## src/rtl/intern_link_buffer.sv

```systemverilog
//==============================================================================
// Module      : intern_link_buffer
// Description : Per-VC buffered link stage with on/off and allocatable
//               back-pressure, replaying flits round-robin to the next link.
// Revision    : 1.0 - initial release
//==============================================================================
`default_nettype none

package noc_params;
    localparam int VC_NUM  = 4;
    localparam int VC_SIZE = $clog2(VC_NUM);
    localparam int DATA_W  = 16;

    typedef enum logic [1:0] {
        HEAD     = 2'b00,
        BODY     = 2'b01,
        TAIL     = 2'b10,
        HEADTAIL = 2'b11
    } flit_label_t;

    typedef struct packed {
        flit_label_t        flit_label;
        logic [VC_SIZE-1:0] vc_id;
        logic [DATA_W-1:0]  data;
    } flit_t;
endpackage

module intern_link_buffer
    import noc_params::*;
#(
    parameter int BUFFER_SIZE    = 8,
    parameter int ON_OFF_LATENCY = 2
) (
    input  logic              clk,
    input  logic              rst,
    input  flit_t             rx_port_data,
    input  logic              rx_port_is_valid,
    output logic [VC_NUM-1:0] rx_port_is_on_off,
    output logic [VC_NUM-1:0] rx_port_is_allocatable,
    output flit_t             tx_port_data,
    output logic              tx_port_is_valid,
    input  logic [VC_NUM-1:0] tx_port_is_on_off,
    input  logic [VC_NUM-1:0] tx_port_is_allocatable,
    output logic              overflow_err
);

    localparam int c_ptr_w = $clog2(BUFFER_SIZE);
    localparam int c_cnt_w = $clog2(BUFFER_SIZE + 1);
    localparam logic [c_cnt_w-1:0] c_full_cnt  = c_cnt_w'(BUFFER_SIZE);
    localparam logic [c_cnt_w-1:0] c_on_off_th = c_cnt_w'(BUFFER_SIZE - ON_OFF_LATENCY);

    typedef enum logic [0:0] {
        RX_IDLE = 1'b0,
        RX_BUSY = 1'b1
    } rx_state_e;

    flit_t              r_mem_q    [VC_NUM][BUFFER_SIZE];
    logic [c_ptr_w-1:0] r_rd_ptr_q [VC_NUM];
    logic [c_ptr_w-1:0] w_rd_ptr_d [VC_NUM];
    logic [c_ptr_w-1:0] r_wr_ptr_q [VC_NUM];
    logic [c_ptr_w-1:0] w_wr_ptr_d [VC_NUM];
    logic [c_cnt_w-1:0] r_count_q  [VC_NUM];
    logic [c_cnt_w-1:0] w_count_d  [VC_NUM];
    rx_state_e          r_rx_state_q [VC_NUM];
    rx_state_e          w_rx_state_d [VC_NUM];
    logic [VC_NUM-1:0]  r_tx_open_q, w_tx_open_d;
    logic [VC_SIZE-1:0] r_rr_ptr_q, w_rr_ptr_d;
    flit_t              r_tx_data_q, w_tx_data_d;
    logic               r_tx_valid_q, w_tx_valid_d;
    logic               r_overflow_q, w_overflow_d;

    flit_t              w_front [VC_NUM];
    logic [VC_NUM-1:0]  w_eligible;
    logic               w_grant;
    logic [VC_SIZE-1:0] w_grant_vc;
    logic [VC_SIZE-1:0] w_scan_vc;
    logic [VC_SIZE-1:0] w_wr_vc;
    logic               w_accept;
    logic               w_front_is_head;

    // Eligibility and round-robin pick starting at r_rr_ptr_q.
    always_comb begin
        w_grant    = 1'b0;
        w_grant_vc = '0;
        w_scan_vc  = '0;
        w_eligible = '0;
        w_front_is_head = 1'b0;
        for (int v = 0; v < VC_NUM; v++) begin
            w_front[v]      = r_mem_q[v][r_rd_ptr_q[v]];
            w_front_is_head = (w_front[v].flit_label == HEAD) || (w_front[v].flit_label == HEADTAIL);
            w_eligible[v]   = (r_count_q[v] != '0) && tx_port_is_on_off[v] &&
                              (!w_front_is_head || (!r_tx_open_q[v] && tx_port_is_allocatable[v]));
        end
        for (int i = 0; i < VC_NUM; i++) begin
            w_scan_vc = VC_SIZE'((int'(r_rr_ptr_q) + i) % VC_NUM);
            if (!w_grant && w_eligible[w_scan_vc]) begin
                w_grant    = 1'b1;
                w_grant_vc = w_scan_vc;
            end
        end
    end

    // A full VC still accepts when it is being drained in the same cycle.
    always_comb begin
        w_wr_vc  = rx_port_data.vc_id;
        w_accept = rx_port_is_valid &&
                   ((r_count_q[w_wr_vc] != c_full_cnt) || (w_grant && (w_grant_vc == w_wr_vc)));
    end

    always_comb begin
        w_rd_ptr_d   = r_rd_ptr_q;
        w_wr_ptr_d   = r_wr_ptr_q;
        w_count_d    = r_count_q;
        w_rx_state_d = r_rx_state_q;
        w_tx_open_d  = r_tx_open_q;
        w_rr_ptr_d   = r_rr_ptr_q;
        w_tx_valid_d = w_grant;
        w_tx_data_d  = r_tx_data_q;
        w_overflow_d = r_overflow_q | (rx_port_is_valid & ~w_accept);

        if (w_grant) begin
            w_tx_data_d             = w_front[w_grant_vc];
            w_rd_ptr_d[w_grant_vc]  = r_rd_ptr_q[w_grant_vc] + 1'b1;
            w_rr_ptr_d              = (w_grant_vc == VC_SIZE'(VC_NUM - 1)) ? '0 : w_grant_vc + 1'b1;
            case (w_front[w_grant_vc].flit_label)
                HEAD:           w_tx_open_d[w_grant_vc] = 1'b1;
                TAIL, HEADTAIL: w_tx_open_d[w_grant_vc] = 1'b0;
                default:        w_tx_open_d[w_grant_vc] = r_tx_open_q[w_grant_vc];
            endcase
        end

        if (w_accept) begin
            w_wr_ptr_d[w_wr_vc] = r_wr_ptr_q[w_wr_vc] + 1'b1;
        end

        for (int v = 0; v < VC_NUM; v++) begin
            w_count_d[v] = r_count_q[v]
                         + c_cnt_w'(w_accept && (w_wr_vc == VC_SIZE'(v)))
                         - c_cnt_w'(w_grant && (w_grant_vc == VC_SIZE'(v)));
            // The VC is released once its closing flit is presented on tx.
            if (r_tx_valid_q && (r_tx_data_q.vc_id == VC_SIZE'(v)) &&
                ((r_tx_data_q.flit_label == TAIL) || (r_tx_data_q.flit_label == HEADTAIL))) begin
                w_rx_state_d[v] = RX_IDLE;
            end
            if (w_accept && (w_wr_vc == VC_SIZE'(v)) &&
                ((rx_port_data.flit_label == HEAD) || (rx_port_data.flit_label == HEADTAIL))) begin
                w_rx_state_d[v] = RX_BUSY;
            end
        end
    end

    always_ff @(posedge clk) begin
        if (rst) begin
            r_rd_ptr_q   <= '{default: '0};
            r_wr_ptr_q   <= '{default: '0};
            r_count_q    <= '{default: '0};
            r_rx_state_q <= '{default: RX_IDLE};
            r_tx_open_q  <= '0;
            r_rr_ptr_q   <= '0;
            r_tx_data_q  <= '0;
            r_tx_valid_q <= 1'b0;
            r_overflow_q <= 1'b0;
        end else begin
            r_rd_ptr_q   <= w_rd_ptr_d;
            r_wr_ptr_q   <= w_wr_ptr_d;
            r_count_q    <= w_count_d;
            r_rx_state_q <= w_rx_state_d;
            r_tx_open_q  <= w_tx_open_d;
            r_rr_ptr_q   <= w_rr_ptr_d;
            r_tx_data_q  <= w_tx_data_d;
            r_tx_valid_q <= w_tx_valid_d;
            r_overflow_q <= w_overflow_d;
        end
    end

    always_ff @(posedge clk) begin
        if (!rst && w_accept) begin
            r_mem_q[w_wr_vc][r_wr_ptr_q[w_wr_vc]] <= rx_port_data;
        end
    end

    for (genvar v = 0; v < VC_NUM; v++) begin : g_vc_flags
        assign rx_port_is_on_off[v]      = (r_count_q[v] < c_on_off_th);
        assign rx_port_is_allocatable[v] = (r_rx_state_q[v] == RX_IDLE);
    end

    assign tx_port_data     = r_tx_data_q;
    assign tx_port_is_valid = r_tx_valid_q;
    assign overflow_err     = r_overflow_q;

endmodule

`default_nettype wire

```

## config.mk

```make
export PLATFORM = sky130hd
export DESIGN_NAME = intern_link_buffer
export DESIGN_NICKNAME = d
export VERILOG_FILES = /design/src/rtl/intern_link_buffer.sv
export SDC_FILE = /design/constraint.sdc
export NUM_CORES = 1
export LEC_CHECK = 0
export BUFFER_PORTS_ARGS = -buffer_cell sky130_fd_sc_hd__buf_4
export CORE_MARGIN = 2
export CORE_UTILIZATION = 35
export CTS_BUF_LIST = sky130_fd_sc_hd__clkbuf_16
export DETAILED_ROUTE_END_ITERATION = 7
export GPL_TIMING_DRIVEN = 0
export SLEW_MARGIN = 25
export SYNTH_ARGS = -nofsm -noshare
export SYNTH_HDL_FRONTEND = slang
export SYNTH_SLANG_ARGS = --single-unit
```

## constraint.sdc

```tcl
create_clock -name clk -period 6.6 [get_ports clk]
set_clock_uncertainty 0.15 [all_clocks]
set_input_delay 1.32 -clock clk [delete_from_list [all_inputs] [get_ports clk]]
set_output_delay 1.32 -clock clk [all_outputs]
set_load 0.005 [all_outputs]
```

Yosys cells after proc, flatten, opt, wreduce, memory -nomap -nowiden
Memory sizes are Yosys's and may differ from the RTL's.
Cells that the tools add are included.

cells by class
  divide/modulo/power cells = 0
  $lt $le $gt $ge = 20
  eq/ne operators = 20
  add/subtract/negate cells = 14
  shifts and indexed selects = 0
  bitwise logic cells = 17
  mux-type cells = 65
  multiply operators = 0
  reductions and logical operators = 83

operator list
  cell                number
  $bmux 20 s3         4
  $mux 20             11
  $mux 160            1
  $demux 20 s3        1
  $logic_and 1x1->1   42
  $bmux 20 s2         1
  $eq 2x2->1 const B  15
  $bwmux 12           2
  $ge 4x4->1 const B  5
  $not 3->4           5
  $mux 1              19
  $logic_not 2->1     9
  $mux 3              6
  $add 4x1->4         4
  $lt 4x3->1 const B  4
  $reduce_bool 4->1   4
  $sub 4x1->4         4
  $lt 2x3->1 const B  5
  $bmux 3 s2          2
  $demux 3 s2         2
  $logic_not 1->1     12
  $logic_or 1x1->1    11
  $bmux 1 s2          5
  $mux 2              5
  24 further kinds    40

storage, ports and cells
  ROM bits = 0
  memories = 1
  output and inout port bits = 30
  RAM bits = 640
  logic and storage cells = 243
  bits of input ports = 31
  latch bits = 0
  register bits after elaboration = 72

memory list
  name     depth  width  rd ports  clocked after memory_dff  write ports  RTL line  RTL
  r_mem_q  4      160    4         0                         1            57        flit_t r_mem_q [VC_NUM][BUFFER_SIZE];

Longest topological paths before layout
Gate-level depths: netlist of run 1.

  word-level depth = 28
  depth in mapped cells = 21
  depth with buffers taken out = 18

Worst setup path before layout of run 1
No wires, ideal clock.

  path kind = input to register
  start point = input tx_port_is_allocatable[3]
  end point = memory r_mem_q[1][40] (netlist bit) (enable)
  buffers on the path = 1
  data required time = 6001 ps
  data arrival time = 4714 ps
  cell stages on the path = 8
  library setup time = 449 ps
  setup slack = 1288 ps
  cell sequence = nor2b_1 > o211ai_1 > a32oi_1 > and4_1 > buf_4 > xnor2_1 > a31oi_4 > nor4bb_1

on the way
  longest elaborated chain between the ends = 22
  elaborated cells on any way between the ends = 32
  those cells by class = eq/ne (1); mux (18); reduce/logical (13)

ends and longest elaborated chain
  what                                RTL line  RTL
  start, declared                     43        input logic [VC_NUM-1:0] tx_port_is_allocatable,
  $logic_and 1x1->1 (*)               92        (!w_front_is_head || (!r_tx_open_q[v] && tx_port_is_allocatable[v]));
  $logic_or 1x1->1 (*)                92
  $logic_and 1x1->1 (*)               91        w_eligible[v] = (r_count_q[v] != '0) && tx_port_is_on_off[v] &&
  $bmux 1 s2                          96        if (!w_grant && w_eligible[w_scan_vc]) begin
  $mux 1 (not written as such)        96
  $mux 1                              96
  $logic_not 1->1                     96
  $logic_and 1x1->1                   96
  [... 6 more ...]                    n/a
  $mux 2                              96
  $eq 2x2->1                          107       ((r_count_q[w_wr_vc] != c_full_cnt) || (w_grant && (w_grant_vc == w_wr_vc)));
  $logic_and 1x1->1 (*)               107
  $logic_or 1x1->1 (*)                107
  $logic_and 1x1->1 (*)               106       w_accept = rx_port_is_valid &&
  $logic_and 1x1->1 (*)               177       if (!rst && w_accept) begin
  $mux 1 (*)                          177
  $mux 160 (not written as such) (*)  178       r_mem_q[w_wr_vc][r_wr_ptr_q[w_wr_vc]] <= rx_port_data;
  end, declared                       57

Every way passes the cells marked *; elsewhere a longest branch is shown, timed or not. The select of a mux whose other input is x is not followed.

Worst setup path after layout of run 1
  start point = register r_rd_ptr_q[3] (netlist bit)
  end point = register r_count_q[2] (netlist bit)

on the way
  longest elaborated chain between the ends = 28
  elaborated cells on any way between the ends = 41
  those cells by class = add/sub (2); eq/ne (3); mux (19); bitwise (1); reduce/logical (16)

ends and longest elaborated chain
  what                                                  RTL line  RTL
  start, declared                                       58        logic [c_ptr_w-1:0] r_rd_ptr_q [VC_NUM];
  start signal, assigned                                164       r_rd_ptr_q <= w_rd_ptr_d;
  $not 3->4 (not written as such) (*)                   89        w_front[v] = r_mem_q[v][r_rd_ptr_q[v]];
  $bmux 20 s3 (*)                                       89
  $mux 20 (not written as such) (*) (2 in a row)        89
  $eq 2x2->1 / $logic_not 2->1 (equally long branches)  90        w_front_is_head = (w_front[v].flit_label == HEAD) || (w_front[v].flit_label == HEADTAIL);
  $logic_or 1x1->1 (*)                                  90
  $logic_not 1->1 (*)                                   92
  $logic_or 1x1->1 (*)                                  92
  $logic_and 1x1->1 (*)                                 91
  [... 11 more ...]                                     n/a
  $mux 2                                                96
  $eq 2x2->1                                            107
  $logic_and 1x1->1                                     107
  $logic_or 1x1->1                                      107
  $logic_and 1x1->1                                     106
  $logic_and 1x1->1                                     138       + c_cnt_w'(w_accept && (w_wr_vc == VC_SIZE'(v)))
  $add 4x1->4                                           138
  $sub 4x1->4 (*)                                       139       - c_cnt_w'(w_grant && (w_grant_vc == VC_SIZE'(v)));
  end signal, assigned                                  166       r_count_q <= w_count_d;
  end, declared                                         62        logic [c_cnt_w-1:0] r_count_q [VC_NUM];

Marks and branches as above.
A chain may end at the register's enable or synchronous reset.

==> results of run 1 <==
==> power groups by stage <==
stage | sequential (mW) | clock, mW | combinational, mW
3_5_place_dp | 5.29 | 0 | 3.75
2_1_floorplan | 5.23 | 0 | 2.43
4_1_cts | 5.19 | 3.85 | 3.77
6_report | 5.20 | 3.78 | 3.77
5_1_grt | 5.21 | 4.03 | 4.04
3_3_place_gp | 5.28 | 0 | 3.66
==> layout make-up <==
type	count	area share, %
buffer	93	1.15
inverter	43	0.490
timing repair buffer	94	3.28
multi-input combinational	695	23.0
tap	1060	3.96
clock buffer	73	5.46
clock inverter	54	0.979
sequential	712	61.7
==> flip-flops by register name, summed over array words and instances (netlist names) <==
register          cells
overflow_err          1
r_count_q            16
r_mem_q             640
r_rd_ptr_q           12
r_rr_ptr_q            2
r_rx_state_q          4
r_tx_open_q           4
r_wr_ptr_q           12
tx_port_data         20
tx_port_is_valid      1
==> how the worst min path moves through the flow <==
stage,startpoint,endpoint,slack (ns)
CTS,r_wr_ptr_q[5],r_wr_ptr_q[5],0.31
finish,r_wr_ptr_q[5],r_wr_ptr_q[5],0.32
global route,r_wr_ptr_q[5],r_wr_ptr_q[5],0.34
global placement,r_wr_ptr_q[2],r_wr_ptr_q[2],0.31
floorplan,r_wr_ptr_q[5],r_wr_ptr_q[5],0.28
detailed placement,r_wr_ptr_q[5],r_wr_ptr_q[5],0.31
==> layout by cell type, fill, tap and decap left out, types with 26 or more instances in the layout <==
master and n:
inv_1 60, mux2_2 37, a311oi_1 26, clkbuf_16 73, ha_1 30, nand2_1 85, nor2_4 27, buf_4 68
nor2_1 62, clkbuf_1 50, mux4_2 163, edfxtp_1 640, dfxtp_1 72, mux2i_1 52, o211ai_1 42
==> critical path, delay by kind of cell, from the launching register on <==
family / cells / cell delay, ns
compound gates: 2 / 0.51
fa+ha+maj: 4 / 1.11
mux: 2 / 0.99
buf+inv: 6 / 1.49
simple gates: 3 / 0.39
xor+xnor: 2 / 0.45
flops: 1 / 0.30
==> logic make-up after synthesis <==
logic type | after synthesis
AOI/OAI and AO/OA | 149
xor gates and xnor gates | 16
adders and majority gates | 34
buffers and inverters | 136
DFF | 712
muxes | 253
and+or+nand+nor | 243
==> per-stage QoR <==
step / total power [mW] / TNS, ns
floorplan: 7.66 / 0
global route: 13.3 / 0
CTS: 12.8 / 0
global placement: 8.95 / -89.16
detailed placement: 9.04 / 0
finish: 12.7 / 0
==> per-layer routing <==
| metal | vias up | track usage, % | share of wire (%) |
|---|---|---|---|
| met5 | - | 0 | 0.014 |
| met4 | 2 | 5.48 | 2.5 |
| met3 | 80 | 2.51 | 6.4 |
| met2 | 542 | 27.0 | 47 |
| met1 | 7919 | 24.3 | 44 |
| li1 | 6549 | - | - |
==> impl_results.md, run 1 <==
* Status: completed
* Drt total wl at 71900 um
* Max VDD drop at between 0.00015 and 0.0002 V
* Slowest stage delay, CP at about 0.57 ns
* Hold Path Class: reg2reg
* Vias after detailed routing at between 15000 and 20000
* Hold WS at 0.317 ns
* CTS tree: done
* Syn. warnings at 0
* Clk sinks at roughly 710
* Vias/cell at around 5.3
* CP dominant cell by count: ha_1
* Multiplexer area fraction after synthesis at around 16%
* CP Cell Sequence: buf_2 -> mux4_2 -> mux2i_1 -> xor2_1 -> o211ai_1 -> o31a_1 -> buf_2 -> nor2_8 -> buf_1 -> ha_1 -> and2_1 -> clkbuf_1 -> ha_1 -> inv_1 -> ha_1 -> inv_1 -> fa_1 -> xor2_1 -> nor2_1
* Combinational family with the most area after synthesis: multiplexers
* R2r startpoint: r_rd_ptr_q[3]
* Longest Clk Path Bufs at 3
* Min Clock Period, post-route at 5.57 ns
* Clk slew on worst S/H paths at roughly 0.070 ns
* Resize count post-CTS at 0
* Synth Area in Compound Gates at 3.87%
* Initial antenna violation count at 2
* Antenna cells at 0
* Overall routing resource usage at between 15 and 20%
* Initial Util at 35.4%
* Register share of total power at approximately two fifths
* Number of global-route vias before repair at 15400
* Critical path type: reg2reg
* Worst Setup SP: r_rd_ptr_q[3]
* Worst Slack Setup Final at a little over 1 ns
* DRC at 0
* FF+latch count, synth at 712
* Die width at 290 um
* Total gr overflow at 0
* Placed inst area at 0.0313 mm2
* Syn avg cell area at between 15 and 20 um2
* Max_cap viols at 0
* DRT iter0 DRCs at 1554
* Final Core Density at 41.4%
* Initial DRT Pass Iterations at 7
* Setup Buffers After CTS at 0
* Crit share post-route at about 84%
* Register area at around 0.021 mm2
* Unrepaired setup endpoints after global routing: no
* Root buf cell: clkbuf_16
* CORE AREA at 0.0808 mm2
* Psw at 4.12 mW
* Synth Area in Simple Gates at roughly 3.9%
* Largest net degree at the start of global routing at 37
* Multi-input logic area at roughly 0.0077 mm2
* CP endpoint kind: flop
* First-pass GRT wire length at 105000 um
* Filler cells at between 7000 and 8000
* # IOs at a little over 60
* Worst reg2reg endpoint: r_count_q[2]
* Post-synthesis cell type count at 61
* Post-CTS Hold Buffers at 0
* Internal power at 8.63 mW
* Num rows at roughly 100
* Wire per inst at ~25 um
* Syn_nets at about 1600
* Ys async rst share at 0%
* Pre-CTS setup slack at slightly below 0.8 ns
* CTS H-tree lvls at 3
* IO buf count at 60
* Clock network fraction of design power at between 20% and 30%
* Final Max Tran Viols at 0
* Nets at between 1500 and 2000
* LEAKAGE at between 10 and 15 nW
* DRT antenna net count at 0
* Adder-Cell Fraction of Synth Area at under 10%
* Final instance area at ~0.033 mm2
* Die height at between 200 and 300 um
* Final cell count without fillers at 2824
* GPL Wtd Cong at between 0.8 and 0.9
* Top FF cell, synth: edfxtp_1
* WP data arrival at ~6 ns
* Post-synth EDFFs at 640
* Cells after Synth at around 1500
* Seq/Total Area, Yosys at around 72%
* Sw frac at 32.3%
* Yosys top cell area share at 67.1%
* Area delta synth->final at 16.9%
* DP Cell Count at 2696
* Critical path launch point type: flop
* Leading area contributor after synthesis: edfxtp_1
* Clk Latency, worst-skew pair at approximately 0.62 ns
* Comb power frac at ~30%
* CTS buffer count at 71
* CP Data Required Time at approximately 7 ns
* Top-count cell post-synth: edfxtp_1
* Setup violations, final at 0
* Top cells by area, synth: edfxtp_1 67%, mux4_2 13%, dfxtp_1 5.0%
* Die ar. at 0.0841 mm2
* Worst slew pin tran at between 1 and 1.5 ns
* CP Capture Point: r_count_q[2]
* Mapped cell area at around 0.029 mm2
* R2R setup slack at a little over 1 ns
* Power Dens Cells at about 380 mW/mm2
* Post-synth top cells: 640 x edfxtp_1, 163 x mux4_2, 89 x nor2_1
* Fraction of layout cells with a size suffix above 1 at between 20% and 30%
* Final HPWL DP at around 47000 um
* CP max FO at 11
* Worst Reg-to-Reg Cells at 19
* Hold Path Depth at 2
* Final Hold Fails at 0
* Slowest CP cell: buf_1
* Xor and xnor area share after synthesis at less than 1%
* Maximum clock frequency at roughly 180 MHz
* Slew HR at between 20% and 30%
Note: power is estimated with default switching activity, not from simulation.
==> run 2, diff against run 1 <==
Clock period 6.6 ns to 4.73 ns, I/O delays scaled along.
==> run 2 against run 1 <==
Net effect:
- via count rose by 0.97%
- combinational power rose by 45%
- sequential share of layout area fell by 0.49 points
- routed wire length rose by 0.74%
- clock-buffer cell count did not move
- non-clock buffer count rose by 8
- critical endpoint is now r_mem_q[1][142]
- highest routed layer unchanged
==> impl_results.md, run 2 (same netlist as run 1, synthesis figures left out) <==
* Most common cell after layout, fill and taps aside: edfxtp_1 (unchanged)
* Total gr overflow at 0 (unchanged)
* Critical path type: reg2reg (unchanged)
* Final Hold Fails at 0 (unchanged)
* Slowest stage delay, CP at 0.57 ns (about the same)
* Status: completed (unchanged)
* Vias/cell at 5.38 (was 5.34)
* Worst Slack Setup Final at 0.0709 ns (was 1.03 ns)
* Initial DRT Pass Iterations at 5 (was 7)
* First-pass GRT wire length at 105000 um (about the same)
* Number of flip-flops in the largest register at 640 (unchanged)
* Initial Util at 35.4% (unchanged)
* Final instance area at 0.0337 mm2 (was 0.0335 mm2)
* Clk Latency, worst-skew pair at 0.62 ns (about the same)
* Clk slew on worst S/H paths at 0.06 ns (was 0.07 ns)
* Unrepaired setup endpoints after global routing: yes (was no)
* Largest net degree at the start of global routing at 37 (unchanged)
* Wire per inst at 25.6 um (was 25.5 um)
* CORE AREA at 0.0808 mm2 (unchanged)
* Slowest CP cell: mux4_2 (was buf_1)
* Min Clock Period, post-route at 4.66 ns (was 5.57 ns)
* CTS buffer count at 71 (unchanged)
* CTS H-tree lvls at 3 (unchanged)
* Vias after detailed routing at 15200 (was 15100)
* Longest Clk Path Bufs at 3 (unchanged)
* Worst slew pin tran at 1.04 ns (was 1.07 ns)
* Final HPWL DP at 47000 um (unchanged)
* Maximum clock frequency at 215 MHz (was 180 MHz)
* Post-CTS Hold Buffers at 0 (unchanged)
* GPL Wtd Cong at 0.894 (unchanged)
* Num rows at 104 (unchanged)
* Clk sinks at 712 (unchanged)
* Most frequent cells in the layout: 640 x edfxtp_1, 163 x mux4_2, 85 x nand2_1, 82 x buf_4, 73 x clkbuf_16 (was 640 x edfxtp_1, 163 x mux4_2, 85 x nand2_1, 73 x clkbuf_16, 72 x dfxtp_1)
* DRT iter0 DRCs at 1481 (was 1554)
* Fraction of layout cells with a size suffix above 1 at 27.1% (was 25.2%)
* Overall routing resource usage at 17.1% (about the same)
* LEAKAGE at 10.5 nW (was 10.4 nW)
* CTS tree: done (unchanged)
* Crit share post-route at 98.5% (was 84.3%)
* Power Dens Cells at 534 mW/mm2 (was 381 mW/mm2)
* WP data arrival at 4.88 ns (was 5.89 ns)
* Pre-CTS setup slack at -0.747 ns (was 0.785 ns)
* Max_cap viols at 0 (unchanged)
* Die width at 290 um (unchanged)
* Die height at 290 um (unchanged)
* Root buf cell: clkbuf_16 (unchanged)
* Initial antenna violation count at 2 (unchanged)
* CP max FO at 12 (was 11)
* Critical path launch point type: flop (unchanged)
* # IOs at 61 (unchanged)
* DRT antenna net count at 0 (unchanged)
* Drt total wl at 72400 um (was 71900 um)
* Nets at 1784 (was 1775)
* Area delta synth->final at 17.8% (was 16.9%)
* Final Max Tran Viols at 0 (unchanged)
* Placed inst area at 0.0313 mm2 (unchanged)
* Setup violations, final at 0 (unchanged)
* CP endpoint kind: flop (unchanged)
* CP Data Required Time at 4.95 ns (was 6.93 ns)
* CP dominant cell by count: buf_4 (was ha_1)
* Number of global-route vias before repair at 15400 (about the same)
* Hold Path Class: reg2reg (unchanged)
* Max VDD drop at 0.000237 V (was 0.000170 V)
* DRC at 0 (unchanged)
* CP Cell Sequence: buf_2 -> mux4_2 -> mux2i_4 -> xnor2_1 -> a21o_1 -> buf_2 -> o21ai_2 -> nor2_8 -> buf_4 -> xnor2_2 -> a31oi_4 -> buf_4 -> buf_4 -> nor2_4 -> buf_16 (was buf_2 -> mux4_2 -> mux2i_1 -> xor2_1 -> o211ai_1 -> o31a_1 -> buf_2 -> nor2_8 -> buf_1 -> ha_1 -> and2_1 -> clkbuf_1 -> ha_1 -> inv_1 -> ha_1 -> inv_1 -> fa_1 -> xor2_1 -> nor2_1)
* IO buf count at 60 (unchanged)
* Die ar. at 0.0841 mm2 (unchanged)
* Slew HR at 30.4% (was 28.6%)
run 2: final timing paths:
kind,depth (start not counted),endpoint,start,slack (ns)
min reg2reg,2,r_wr_ptr_q[5],r_wr_ptr_q[5],0.32
min,2,r_wr_ptr_q[5],r_wr_ptr_q[5],0.32
max,15,r_mem_q[1][142],r_rd_ptr_q[6],0.07
max reg2reg,15,r_mem_q[1][142],r_rd_ptr_q[6],0.07
run 2: area by class of cell:
cell class	count	area [um2]
diodes	1	2.50
plain buffers	89	394
clock buffers	73	1830
clock inverters	54	328
fillers	7029	47100
inverters	43	164
multi-input cells	696	7850
flip-flops and latches	712	20700
well taps	1060	1330
repair buffers	106	1200
run 2: per-layer routing:
metal  share of wire, %  GRT usage [%]
met3                6.3           2.51
met4                2.5           5.58
met5              0.014              0
met2                 47           27.0
met1                 44           24.4
run 2: power breakdown:
part,total [mW],internal [mW],switching (mW)
Combinational,5.48,2.19,3.29
Sequential,7.26,7.06,0.193
Clock,5.27,2.92,2.35
Total,18.0,12.2,5.83
run 2: repair_timing:
item                                   4_1_cts  5_1_grt
pin swaps                                    2        7
resized for setup                           22       20
setup endpoints to repair                   38      158
buffers inserted                             3        9
gates cloned                                 0        1
endpoints found under the hold margin        0        0
run 2: critical path, delay by kind of cell (launching register included):
family                 cells  cell delay (ns)
buffers and inverters      6             1.44
XOR/XNOR                   2             0.28
AO/OA/AOI/OAI              3             1.12
multiplexers               2             0.81
AND/OR/NAND/NOR            2             0.27
flip-flops                 1             0.31
run 2: through the flow:
| step | TNS (ns) | hold WS [ns] | power [mW] | std cells | util (%) |
|---|---|---|---|---|---|
| after floorplan | -21.49 | 0.283 | 10.7 | 1543 | - |
| after global placement | -743.83 | 0.305 | 12.5 | 2663 | 37.6 |
| after detailed placement | -19.66 | 0.306 | 12.6 | 2696 | 38.7 |
| after CTS | 0 | 0.313 | 18.0 | 2822 | 41.5 |
| after global routing | -3.60 | 0.335 | 18.7 | 2833 | 41.8 |
| final | 0 | 0.318 | 18.0 | 2834 | 41.8 |
